--- config.mk ---
export PLATFORM = sky130hd
export DESIGN_NAME = demux4_dispatch
export DESIGN_NICKNAME = d
export VERILOG_FILES = /design/src/rtl/demux4_dispatch.sv
export SDC_FILE = /design/constraint.sdc
export NUM_CORES = 1
export LEC_CHECK = 0
export CORE_ASPECT_RATIO = 0.75
export CORE_UTILIZATION = 44
export DETAILED_ROUTE_END_ITERATION = 6
export HOLD_SLACK_MARGIN = 0.12
export MAX_ROUTING_LAYER = met4
export PLACE_DENSITY = 0.76
export SKIP_LAST_GASP = 1
export SYNTH_ARGS = -nofsm -noshare
export SYNTH_HDL_FRONTEND = slang
export SYNTH_SLANG_ARGS = --single-unit
export TNS_END_PERCENT = 1
--- constraint.sdc ---
create_clock -name clk -period 2.1 [get_ports clk]
set_input_delay 0.42 -clock clk [delete_from_list [all_inputs] [get_ports clk]]
set_output_delay 0.42 -clock clk [all_outputs]
set_load 0.03 [all_outputs]
--- src/rtl/demux4_dispatch.sv ---
// 1-to-4 valid/ready dispatcher: one input stream is routed to one of four
// single-word holding slots, chosen by an explicit select or a round-robin pointer.
module demux4_dispatch #(
    parameter int WIDTH = 8
) (
    input  logic               clk,
    input  logic               rst,
    input  logic [WIDTH-1:0]   in_data,
    input  logic [1:0]         in_sel,
    input  logic               in_valid,
    output logic               in_ready,
    input  logic               auto_rr,
    output logic [4*WIDTH-1:0] out_data,
    output logic [3:0]         out_valid,
    input  logic [3:0]         out_ready,
    output logic [1:0]         rr_ptr,
    output logic [7:0]         xfer_cnt
);

    typedef enum logic {
        EMPTY = 1'b0,
        FULL  = 1'b1
    } slot_state_t;

    slot_state_t      state_q [4];
    slot_state_t      state_d [4];
    logic [WIDTH-1:0] data_q  [4];
    logic [WIDTH-1:0] data_d  [4];
    logic [1:0]       rr_ptr_q;
    logic [1:0]       rr_ptr_d;
    logic [7:0]       xfer_cnt_q;
    logic [7:0]       xfer_cnt_d;

    logic [1:0] tgt;
    logic       acc;

    assign tgt = auto_rr ? rr_ptr_q : in_sel;

    // A full slot can still take a word in the same cycle its consumer drains it.
    assign in_ready = (state_q[tgt] == EMPTY) | out_ready[tgt];
    assign acc      = in_valid & in_ready;

    always_comb begin
        rr_ptr_d   = rr_ptr_q;
        xfer_cnt_d = xfer_cnt_q;
        for (int k = 0; k < 4; k++) begin
            state_d[k] = state_q[k];
            data_d[k]  = data_q[k];
            if (acc && (tgt == 2'(k))) begin
                state_d[k] = FULL;
                data_d[k]  = in_data;
            end else if ((state_q[k] == FULL) && out_ready[k]) begin
                state_d[k] = EMPTY;
            end
        end
        if (acc) begin
            xfer_cnt_d = xfer_cnt_q + 8'd1;
            if (auto_rr) begin
                rr_ptr_d = rr_ptr_q + 2'd1;
            end
        end
    end

    always_ff @(posedge clk) begin
        if (rst) begin
            for (int k = 0; k < 4; k++) begin
                state_q[k] <= EMPTY;
                data_q[k]  <= '0;
            end
            rr_ptr_q   <= 2'd0;
            xfer_cnt_q <= 8'd0;
        end else begin
            for (int k = 0; k < 4; k++) begin
                state_q[k] <= state_d[k];
                data_q[k]  <= data_d[k];
            end
            rr_ptr_q   <= rr_ptr_d;
            xfer_cnt_q <= xfer_cnt_d;
        end
    end

    always_comb begin
        for (int k = 0; k < 4; k++) begin
            out_valid[k]                = (state_q[k] == FULL);
            out_data[k*WIDTH +: WIDTH] = data_q[k];
        end
    end

    assign rr_ptr   = rr_ptr_q;
    assign xfer_cnt = xfer_cnt_q;

endmodule

# [Word level (Yosys, flattened, before mapping)]
# Memory sizes are Yosys's and may differ from the RTL's.
# Cells that the tools add are included.
[word_totals] register_bits=10 ramBits=36 input_bits=18 output_inout_bits=47 n_memories=2
[memory_table] name="data_q" depth=4 width=8 rd=4 rd_ports_with_merged_regs=0 wr=4 line_no="27" source="logic [WIDTH-1:0] data_q [4];"
[memory_table] name="state_q" depth=4 width=1 rd=5 rd_ports_with_merged_regs=0 wr=4 line_no="25" source="slot_state_t state_q [4];"
[classes] addsub=2 n_lt_le_gt_ge=1 eq_ne=3 muxes=26 bitwise_logic=11 n_reduce_logical=10
[op_table] op="8-bit two-way mux" count=8
[op_table] op="1-bit two-way mux" count=16
[op_table] op="1-bit OR" count=9
[op_table] op="8-bit by 1-bit adder with 8-bit output, second input constant" count=1
[op_table] op="1-bit logical AND" count=8
[op_table] op="2-bit equality test, second input constant" count=2
[op_table] op="2-bit by 3-bit less-than comparator with 1-bit output, second input constant" count=1
[op_table] op="2-bit by 1-bit adder with 2-bit output, second input constant" count=1
[op_table] op="1-bit binary-select mux with 2-bit select" count=1
[op_table] op="2-bit by 1-bit equality test with 1-bit output, second input constant" count=1
[op_table] op="2-bit logical NOT" count=1
[op_table] op="2-bit two-way mux" count=1
[op_table] op="2-bit AND reduction" count=1
[op_table] op="1-bit AND" count=1
[op_table] op="1-bit NOT" count=1

# [Depth between registers and ports, before layout]
[depth] word_depth=8 mapped_depth=6 depth_no_buf=5

# [Worst setup path after synthesis]
# No wires, ideal clock.
[synth_timing] path_type="register to output" startpoint="register rr_ptr_q[1], in the netlist rr_ptr[1]" endpoint="output in_ready" arrival_time_ps=1490 required_ps=1680 path_slack_ps=190 stages_incl_launch_ff=5 path_buffers=0 path_cell_list="dfxtp_1 > mux2i_4 > mux2_4 > nor2_1 > a21oi_1"
[synth_between] elab_chain_len=4
[synth_lines] item="start, declared" line_no="29" source="logic [1:0] rr_ptr_q;"
[synth_lines] item="start signal, assigned" line_no="77" source="rr_ptr_q <= rr_ptr_d;"
[synth_lines] item="2-bit two-way mux *" line_no="37" source="assign tgt = auto_rr ? rr_ptr_q : in_sel;"
[synth_lines] item="memory 4 x 1 bit / 1-bit binary-select mux with 2-bit select (equally long branches)"
[synth_lines] item="1-bit NOT / 1-bit two-way mux (equally long branches)" line_no="40" source="assign in_ready = (state_q[tgt] == EMPTY) | out_ready[tgt];"
[synth_lines] item="1-bit OR *" line_no="40"
[synth_lines] item="end, declared" line_no="11" source="output logic in_ready,"
# Mark *: on every way between the ends. The rest lies on a longest branch, timed or not. The select of a mux whose other input is x is not followed.

# [Worst setup path in the final report]
[layout_timing] startpoint="input auto_rr" endpoint="output in_ready"
[layout_between] elab_chain_len=4
[layout_lines] item="start, declared" line_no="12" source="input logic auto_rr,"
[layout_lines] item="2-bit two-way mux *" line_no="37"
[layout_lines] item="memory 4 x 1 bit / 1-bit binary-select mux with 2-bit select (equally long branches)"
[layout_lines] item="1-bit NOT / 1-bit two-way mux (equally long branches)" line_no="40"
[layout_lines] item="1-bit OR *" line_no="40"
# Marked as above.

==> impl_metrics.py <==
metrics = {
    "sta": {
        "rsz0062_at_grt": "false",
        "period_share_pct": 96.2,
        "setup_tns_ns": 0,
        "maxSlewViolCount": 0,
        "final_hold_viol_count": 0,
        "tightest_slew_ns": 0.489,
        "relSlewSlack_pct": 67.4,
        "fin_skew_ns": 0.00293,
        "max_freq_ghz": 0.495,
        "fin_hold_ws_ns": 0.497,
        "post-route-min-period_ns": 2.02,
        "setup_viol": 0,
    },
    "synth": {
        "ys.flop_type": "dfxtp_1",
        "synth_area_leaders": "dfxtp_1 (50%), mux2i_1 (18%), nor2_1 (7.7%)",
        "post-synth-top-area-cell": "dfxtp_1",
        "synth_nets": 205,
        "syn-cell-area_um2": 1840,
        "synthCells": 186,
        "syn_area_per_cell_um2": 9.90,
        "synth_edf_count": 0,
        "netlist.area_leader.share_pct": 50.0,
        "yosys_warnings": 0,
        "synth-seq-cells": 46,
        "synth-seq-area-share_pct": 50.0,
        "ys_types": 30,
        "async_flop_share_pct": 0,
    },
    "cts": {
        "clock_path_buffers": 2,
        "clk-insertion-delay-late_ns": 0.30,
        "cts_hold_buf": 0,
        "cts_tree": "yes",
        "clk_pin_slew_worst_paths_ns": 0.08,
        "h-tree-depth": 2,
        "root_buffer": "clkbuf_8",
        "cts.sinks": 46,
        "cts_buffers": 5,
    },
    "detailed_routing": {
        "vias": 1524,
        "wl_met2_um": 1700,
        "drtPass1Iterations": 4,
        "dr_wl_met3_um": 343,
        "wl_um": 4120,
        "highest_layer": "met4",
        "post_drt_wl_per_cell_um": 13.1,
        "drt-met1-wl_um": 2040,
        "viasPerCell": 4.85,
        "remaining_drc_errors": 0,
        "ant_nets": 0,
        "drt_iter0_drc": 32,
    },
    "finish": {
        "nNetsFinal": 280,
        "area_growth_pct": 47.5,
        "nFillCells": 318,
        "n_antenna_cell": 0,
        "drive_gt1_share_pct": 11.5,
    },
    "global_routing": {
        "grt_pass1_vias": 1407,
        "grt_pass1_wl_um": 6760,
        "grt_max_degree": 20,
        "antenna_found_initial": 0,
        "grt_overflow_total": 0,
        "grt_usage_pct": 20.7,
    },
    "floorplan": {
        "die_area_um2": 4450,
        "num_rows": 19,
        "start_util_pct": 48.1,
        "core_area_um2": 3830,
        "die_h_um": 58.0,
        "io_pins": 65,
        "die_x_um": 76.7,
    },
    "flow_run": {
        "cap_viol_max_count": 0,
    },
    "place": {
        "dp_hpwl_um": 2920,
        "gp_congestion": 0.793,
        "io_buffers": 64,
    },
    "worst_hold_path": {
        "min_path_type": "reg -> reg",
        "hold_path_depth": 2,
    },
    "setup_path": {
        "cp.arrival_ns": 1.60,
        "cp-start-kind": "input pin",
        "worst-r2r-cell-count": 8,
        "cp-end-kind": "output pin",
        "cp_max_fo": 3,
        "reg2reg_slack_ns": 0.35,
        "cpPeakStageDelay_ns": 0.33,
        "path_class": "in -> out",
        "path_cells": "clkdlybuf4s15_1 > mux2i_4 > mux2_4 > nor2_1 > a21oi_1 > buf_4",
        "required_ns": 1.68,
        "cp_slowest_cell": "mux2_4",
    },
    "power": {
        "power.leakage_nw": 1.21,
        "power_mw": 1.87,
        "irDropWorstVdd_mv": 0.437,
        "p_per_area_nw_per_um2": 688,
    },
    "run_status": {
        "run_status": "finished clean",
    },
}
final timing paths:
kind | startpoint | endpoint
hold / removal | data_q[0][3]$_SDFFE_PP0P_ | data_q[0][3]$_SDFFE_PP0P_
setup / recovery | auto_rr | in_ready
hold reg to reg | data_q[0][3]$_SDFFE_PP0P_ | data_q[0][3]$_SDFFE_PP0P_
setup reg to reg | rr_ptr[1]$_SDFFE_PP0P_ | xfer_cnt[5]$_SDFFE_PP0P_
sequential cells by signal (all words and copies together) (netlist names):
register	cells
data_q	32
rr_ptr	2
state_q	4
xfer_cnt	8
synthesized netlist by cell type, drive strengths merged, types with 2 or more instances:
master / number
or3: 5
mux2i: 35
nor2: 38
nand2: 4
nand3: 4
dfxtp: 46
a21oi: 12
buf: 9
inv: 2
mux2: 2
nand4: 3
nand2b: 5
clkbuf: 5
o21ai: 5
area by class of cell:
type	count	area, µm²	share of cell area, %
clock inverters	1	5.00	0.184
inverters	2	7.51	0.277
multi-input cells	124	832	30.7
repair buffers	82	797	29.4
flip-flops and latches	46	921	33.9
well taps	52	65.1	2.40
clock buffers	7	86.3	3.18
cells by family (layout without fill, tap and decap cells):
family / after synthesis / after routing / share of synthesized area (%)
DFF: 46 / 46 / 50.0
AOI/OAI and AO/OA: 20 / 20 / 6.39
xor gates and xnor gates: 2 / 2 / 0.952
buffers and inverters: 16 / 92 / 4.76
adders and majority gates: 1 / 1 / 0.680
muxes: 37 / 37 / 21.1
and+or+nand+nor: 64 / 64 / 16.0
metal layers:
metal	GRT usage, %	up-vias
li1	-	781
met1	26.3	695
met2	29.2	43
met3	9.61	5
met4	5.77	0
met5	-	-
cells in the final DEF (no fill, tap or decap):
| cell type | netlist | layout |
|---|---|---|
| buf_4 | 4 | 17 |
| clkbuf_1 | 5 | 1 |
| o2bb2ai_1 | 1 | 1 |
| nand4_1 | 3 | 3 |
| clkbuf_8 | 0 | 6 |
| mux2i_1 | 34 | 34 |
| inv_1 | 2 | 2 |
| nand3_1 | 4 | 4 |
| nand3b_1 | 1 | 1 |
| or3b_1 | 1 | 1 |
| mux2i_4 | 1 | 1 |
| o21ai_1 | 1 | 1 |
| ha_1 | 1 | 1 |
| mux2_1 | 1 | 1 |
| dlygate4sd2_1 | 0 | 1 |
| clkdlybuf4s15_1 | 0 | 1 |
| nor2b_1 | 1 | 1 |
| nand2_1 | 4 | 4 |
| a2bb2oi_2 | 1 | 1 |
| nand2b_1 | 5 | 5 |
| xnor2_1 | 1 | 1 |
| or3_1 | 5 | 5 |
| xor2_1 | 1 | 1 |
| clkdlybuf4s50_1 | 0 | 61 |
| dfxtp_1 | 46 | 46 |
| clkinv_2 | 0 | 1 |
| mux2_4 | 1 | 1 |
| a31o_1 | 1 | 1 |
| nor3_1 | 1 | 1 |
| a21oi_1 | 12 | 12 |
| o21ai_0 | 4 | 4 |
| and2b_2 | 1 | 1 |
| nor2_1 | 38 | 38 |
| buf_12 | 0 | 2 |
through the flow:
step                      setup WS [ns]  cell area (µm²)  utilization (%)  std cells
after floorplan                   0.190             1840                -        186
after global placement           -0.626             2630             68.6        306
after detailed placement         -0.637             2630             68.6        306
after CTS                        0.0424             2710             70.9        314
after global routing            0.00582             2710             70.9        314
final                            0.0807             2710             70.9        314
where the power goes:
group / internal (mW) / total, mW / switching (mW)
combinational: 0.180 / 0.375 / 0.195
clock: 0.266 / 0.557 / 0.292
sequential: 0.910 / 0.935 / 0.0252
total: 1.36 / 1.87 / 0.512
worst max-delay path, delay by kind of cell:
| kind | cells | cell delay (ns) |
|---|---|---|
| buffers and inverters | 2 | 0.41 |
| and+or+nand+nor | 1 | 0.09 |
| muxes | 2 | 0.63 |
| AOI/OAI and AO/OA | 1 | 0.05 |
what timing repair did:
| item | in CTS | in global routing |
|---|---|---|
| buffers inserted | 0 | 0 |
| resized for setup | 8 | 1 |
| endpoints found under the setup margin | 27 | 1 |
No activity file was read; power rests on OpenSTA's default activity.
